===== src/rtl/counter_stim_gen.sv =====
// ============================================================================
//  Module   : counter_stim_gen
//  Purpose  : Self-running ENABLE/MODO/D stimulus sequencer for the 4-bit
//             mode counter bench (load, +3, -1, +1, disabled window, done).
//  Revision : 1.0  initial release
// ============================================================================
`default_nettype none

module counter_stim_gen #(
    parameter int         CYCLES_PER_MODE = 16,
    parameter logic [3:0] LFSR_SEED       = 4'b1001
) (
    input  logic       clk,
    input  logic       RESET,
    input  logic       start,
    output logic       ENABLE,
    output logic [1:0] MODO,
    output logic [3:0] D,
    output logic       busy,
    output logic       done,
    output logic [2:0] phase
);

    localparam logic [2:0] c_IDLE  = 3'd0;
    localparam logic [2:0] c_LOAD  = 3'd1;
    localparam logic [2:0] c_UP3   = 3'd2;
    localparam logic [2:0] c_DOWN1 = 3'd3;
    localparam logic [2:0] c_UP1   = 3'd4;
    localparam logic [2:0] c_DIS   = 3'd5;
    localparam logic [2:0] c_DONE  = 3'd6;

    localparam logic [1:0] c_MODO_UP3   = 2'b00;
    localparam logic [1:0] c_MODO_DOWN1 = 2'b01;
    localparam logic [1:0] c_MODO_UP1   = 2'b10;
    localparam logic [1:0] c_MODO_LOAD  = 2'b11;

    localparam logic [7:0] c_CNT_LAST = 8'(CYCLES_PER_MODE - 1);
    localparam logic [7:0] c_DIS_LAST = 8'd3;
    // An all-zero seed would lock the LFSR, so it is replaced by 0001.
    localparam logic [3:0] c_SEED = (LFSR_SEED == 4'd0) ? 4'b0001 : LFSR_SEED;

    logic [2:0] r_state;
    logic [3:0] r_lfsr;
    logic [7:0] r_cnt;
    logic [3:0] r_idx;

    logic [2:0] w_state_nxt;
    logic [7:0] w_last;
    logic       w_phase_end;
    logic       w_enter;
    logic [3:0] w_lfsr_step;
    logic [3:0] w_lfsr_nxt;
    logic [7:0] w_cnt_nxt;
    logic [3:0] w_idx_nxt;
    logic [3:0] w_idx_out;
    logic       w_enable_nxt;
    logic [1:0] w_modo_nxt;
    logic [3:0] w_d_nxt;
    logic       w_busy_nxt;
    logic       w_done_nxt;

    assign phase = r_state;

    always_comb begin
        w_last      = (r_state == c_DIS) ? c_DIS_LAST : c_CNT_LAST;
        w_phase_end = (r_cnt == w_last);
        w_state_nxt = r_state;
        case (r_state)
            c_IDLE, c_DONE: if (start)       w_state_nxt = c_LOAD;
            c_LOAD:         if (w_phase_end) w_state_nxt = c_UP3;
            c_UP3:          if (w_phase_end) w_state_nxt = c_DOWN1;
            c_DOWN1:        if (w_phase_end) w_state_nxt = c_UP1;
            c_UP1:          if (w_phase_end) w_state_nxt = c_DIS;
            c_DIS:          if (w_phase_end) w_state_nxt = c_DONE;
            default:                         w_state_nxt = c_IDLE;
        endcase
        w_enter     = (w_state_nxt != r_state);
        w_lfsr_step = {r_lfsr[2:0], r_lfsr[3] ^ r_lfsr[2]};
    end

    // Outputs are decoded from the next state so they change on the same
    // edge as phase and stay stable for the whole following cycle.
    always_comb begin
        w_cnt_nxt    = w_enter ? 8'd0 : r_cnt + 8'd1;
        w_idx_nxt    = w_enter ? 4'd1 : r_idx + 4'd1;
        w_idx_out    = w_enter ? 4'd0 : r_idx;
        w_lfsr_nxt   = r_lfsr;
        w_enable_nxt = 1'b0;
        w_modo_nxt   = c_MODO_UP3;
        w_d_nxt      = 4'd0;
        w_busy_nxt   = 1'b0;
        w_done_nxt   = 1'b0;
        case (w_state_nxt)
            c_LOAD: begin
                w_enable_nxt = 1'b1;
                w_modo_nxt   = c_MODO_LOAD;
                w_d_nxt      = r_lfsr;
                w_lfsr_nxt   = w_lfsr_step;
                w_busy_nxt   = 1'b1;
            end
            c_UP3: begin
                w_enable_nxt = 1'b1;
                w_modo_nxt   = c_MODO_UP3;
                w_d_nxt      = w_idx_out;
                w_busy_nxt   = 1'b1;
            end
            c_DOWN1: begin
                w_enable_nxt = 1'b1;
                w_modo_nxt   = c_MODO_DOWN1;
                w_d_nxt      = w_idx_out;
                w_busy_nxt   = 1'b1;
            end
            c_UP1: begin
                w_enable_nxt = 1'b1;
                w_modo_nxt   = c_MODO_UP1;
                w_d_nxt      = w_idx_out;
                w_busy_nxt   = 1'b1;
            end
            c_DIS: begin
                w_modo_nxt   = c_MODO_LOAD;
                w_d_nxt      = r_lfsr;
                w_lfsr_nxt   = w_lfsr_step;
                w_busy_nxt   = 1'b1;
            end
            c_DONE: begin
                w_done_nxt   = 1'b1;
            end
            default: begin
            end
        endcase
    end

    always_ff @(posedge clk) begin
        if (RESET) begin
            r_state <= c_IDLE;
            r_lfsr  <= c_SEED;
            r_cnt   <= 8'd0;
            r_idx   <= 4'd0;
            ENABLE  <= 1'b0;
            MODO    <= 2'b00;
            D       <= 4'd0;
            busy    <= 1'b0;
            done    <= 1'b0;
        end else begin
            r_state <= w_state_nxt;
            r_lfsr  <= w_lfsr_nxt;
            r_cnt   <= w_cnt_nxt;
            r_idx   <= w_idx_nxt;
            ENABLE  <= w_enable_nxt;
            MODO    <= w_modo_nxt;
            D       <= w_d_nxt;
            busy    <= w_busy_nxt;
            done    <= w_done_nxt;
        end
    end

endmodule

`default_nettype wire


===== config.mk =====
export PLATFORM = sky130hd
export DESIGN_NAME = counter_stim_gen
export DESIGN_NICKNAME = d
export VERILOG_FILES = /design/src/rtl/counter_stim_gen.sv
export SDC_FILE = /design/constraint.sdc
export NUM_CORES = 1
export LEC_CHECK = 0
export CAP_MARGIN = 20
export CORE_AREA = 2 2 54 56
export CTS_CLUSTER_SIZE = 40
export DETAILED_ROUTE_END_ITERATION = 7
export DIE_AREA = 0 0 56 58
export PLACE_DENSITY_LB_ADDON = 0.08
export SLEW_MARGIN = 30
export SYNTH_ARGS = -nofsm -noshare
export SYNTH_HDL_FRONTEND = slang
export SYNTH_SLANG_ARGS = --single-unit
export TNS_END_PERCENT = 30

===== constraint.sdc =====
create_clock -name clk -period 2.34 [get_ports clk]
set_input_delay 0.234 -clock clk [delete_from_list [all_inputs] [get_ports clk]]
set_output_delay 0.234 -clock clk [all_outputs]
set_load 0.01 [all_outputs]

==> impl_metrics.json <==
{
  "status": "completed",
  "grt_usage_pct": 18.7,
  "synth_edf_count": 0,
  "async_reset_ff_share_pct": 0,
  "cts_setup_buffers": 0,
  "h-tree-depth": 1,
  "design_area_mm2": 0.00154,
  "core_area_mm2": 0.00266,
  "syn_inst": 150,
  "max-slew-margin-rel_pct": 67.0,
  "gp_congestion": 0.863,
  "setup_viol": 0,
  "ys_types": 45,
  "num_vias": 1096,
  "dieWidth_um": 56,
  "hp-class": "flip-flop to flip-flop",
  "fin_crit_ns": 2.04,
  "synthAdderAreaFrac_pct": 1.83,
  "power.density_mw_per_mm2": 651,
  "fin_crit_sh_pct": 87.2,
  "synth-compound-area-share_pct": 18.6,
  "syn_nets": 155,
  "cp-end-kind": "flip-flop",
  "nFillCells": 258,
  "holdBufCountCts": 0,
  "initial_core_util_pct": 51.4,
  "detail-route-antenna-nets": 0,
  "dp.final_hpwl_um": 2040,
  "drc_errors": 0,
  "design.portCount": 15,
  "clock_latency_ns": 0.33,
  "clkSinkCount": 28,
  "grt_use_met2_pct": 29.2,
  "tns_ns": 0,
  "synth_top_area_share_pct": 41.0,
  "grt_first_pass_wirelength_um": 4740,
  "tightest_slew_ns": 0.495,
  "synth-main-ff-cell": "dfxtp_1",
  "dr.first_iter.drc_count": 30,
  "antenna_found_initial": 0,
  "synth_top_cell_by_area": "dfxtp_1",
  "worst_setup_path_start_kind": "flip-flop",
  "clk_pin_slew_ns": 0.15,
  "grt_pass1_vias": 1020,
  "power_leakage_nw": 0.560,
  "ir_drop_v": 0.000481,
  "placed_area_mm2": 0.00151,
  "yosys.area_share.simple_pct": 24.6,
  "cts_buffers": 3,
  "routed_wl_um": 2740,
  "cp_max_fo": 8,
  "top_usage_layer": "met2",
  "rsz0062_at_grt": "false",
  "ys_ff_latch": 28,
  "max_cap_violations": 0,
  "port_buffers": 14,
  "seq_area_frac_synth_pct": 41.0,
  "netlist_area_mm2": 0.00137,
  "fin_nets": 167,
  "fin_skew_ns": 0.00843,
  "crit_chain": "ha_1 -> nor3b_4 -> nand3_1 -> o41a_1 -> and2_4 -> a32o_1",
  "cts_root_buffer": "clkbuf_4",
  "cp.required_ns": 2.58,
  "grt.met1_usage_pct": 25.7,
  "viasPerCell": 5.71,
  "synth-xor-area-share_pct": 5.76,
  "area.growth.synth_to_final_pct": 12.7,
  "worst_path_max_delay_cell": "dfxtp_1",
  "wire_per_inst_um": 14.3,
  "rows": 19,
  "cp_data_arrival_time_ns": 2.28,
  "cts_tree": "done",
  "synthTopCellsByArea": "dfxtp_1 (41%), nor2_1 (5.8%), xor2_1 (3.8%), a32o_1 (2.9%), a21oi_1 (2.6%)",
  "crit_type": "flip-flop to flip-flop",
  "drive_gt1_share_pct": 11.2,
  "grt_max_degree": 18,
  "hold_violations": 0,
  "fmax_mhz": 490,
  "diodes": 0,
  "synth_top_family_by_area": "simple AND/OR/NAND/NOR gates",
  "maxSlewViolCount": 0,
  "grt_use_met3_pct": 3.13,
  "slowest_delay_ns": 0.40,
  "die_h_um": 58,
  "ctsLongestPathBuffers": 2,
  "avgSynthCellArea_um2": 9.13,
  "dieArea_mm2": 0.00325,
  "ys_warn_count": 0,
  "total_power_mw": 1.00,
  "overflow": 0,
  "synth_mux_area_share_pct": 2.19,
  "dr.pass1.iters": 4,
  "cts_resized": 0
}
==> through the flow <==
stage	setup slack, ns	std cells	hold WS (ns)	util, %
final	0.301	192	0.484	57.9
after global routing	0.108	192	0.507	57.9
after CTS	0.294	192	0.492	57.9
after detailed placement	0.326	188	0.460	56.6
after global placement	0.399	188	0.442	56.6
after floorplan	0.483	150	0.430	-
==> path summary, 6_finish.rpt <==
kind,slack (ns),to,cells past startpoint,startpoint
setup / recovery,0.30,r_lfsr[2],6,r_cnt[0]
hold / removal,0.48,r_cnt[0],1,r_cnt[0]
setup reg to reg,0.30,r_lfsr[2],6,r_cnt[0]
hold reg to reg,0.48,r_cnt[0],1,r_cnt[0]
==> placed cells by master, fill, tap and decap left out, types with 3 or more instances in the layout <==
cell             count
nor2b_1              3
clkdlybuf4s50_1     14
dfxtp_1             28
nor2_1              21
nand2_1              7
nand3_1              7
a22o_1               3
inv_1                7
nor3_1               4
xor2_1               6
mux2i_1              3
o21ai_0              3
a32o_1               4
xnor2_1              3
clkbuf_4             3
a21oi_1              7
==> cell type report <==
class	instances	area [um2]	area share [%]
multi-input combinational	106	726	47.0
tap	31	38.8	2.51
sequential	28	561	36.3
clock buffer	4	36.3	2.35
timing repair buffer	16	155	10.1
inverter	7	26.3	1.70
==> Yosys cell counts (2+ instances only) <==
| master | n |
|---|---|
| dfxtp_1 | 28 |
| nor2_1 | 21 |
| a21oi_1 | 7 |
| inv_1 | 7 |
| nand2_1 | 7 |
| nand3_1 | 7 |
| xor2_1 | 6 |
| a32o_1 | 4 |
| nor3_1 | 4 |
| a22o_1 | 3 |
| buf_2 | 3 |
| clkbuf_1 | 3 |
| mux2i_1 | 3 |
| nor2b_1 | 3 |
| o21ai_0 | 3 |
| xnor2_1 | 3 |
| a32oi_1 | 2 |
| and2_4 | 2 |
| and3_1 | 2 |
| buf_6 | 2 |
| ha_1 | 2 |
| nand2b_1 | 2 |
| nand4_1 | 2 |
| nor2_2 | 2 |
| o2111ai_1 | 2 |
==> logic make-up (layout without fill, tap and decap cells) <==
logic type / count (synthesis) / after routing
flip-flops: 28 / 28
adder cells (fa/ha/maj): 2 / 2
buffers and inverters: 16 / 27
AND/OR/NAND/NOR: 60 / 60
XOR/XNOR: 9 / 9
multiplexers: 3 / 3
AO/OA/AOI/OAI: 32 / 32
==> worst max-delay path: cells and delay by family (launching register included) <==
kind,cells,cell delay (ns)
flops,1,0.40
simple gates,3,0.73
compound gates,2,0.60
fa+ha+maj,1,0.24
==> registers in the layout, summed over array words and instances, names as in the netlist <==
register  flops
MODO          2
busy          1
r_lfsr        4
r_cnt         8
done          1
D             4
ENABLE        1
phase         3
r_idx         4
==> layer usage <==
layer,share of wire [%],routed length (um)
met1,48,1320
met2,46,1270
met3,3.4,92
met4,2.0,54
met5,0,0
==> power by group <==
part	internal [mW]	switching, mW	leakage (nW)
Sequential	0.521	0.0413	0.230
Combinational	0.107	0.104	0.309
Clock	0.0953	0.136	0.0210
(Power assumes the default switching activity.)
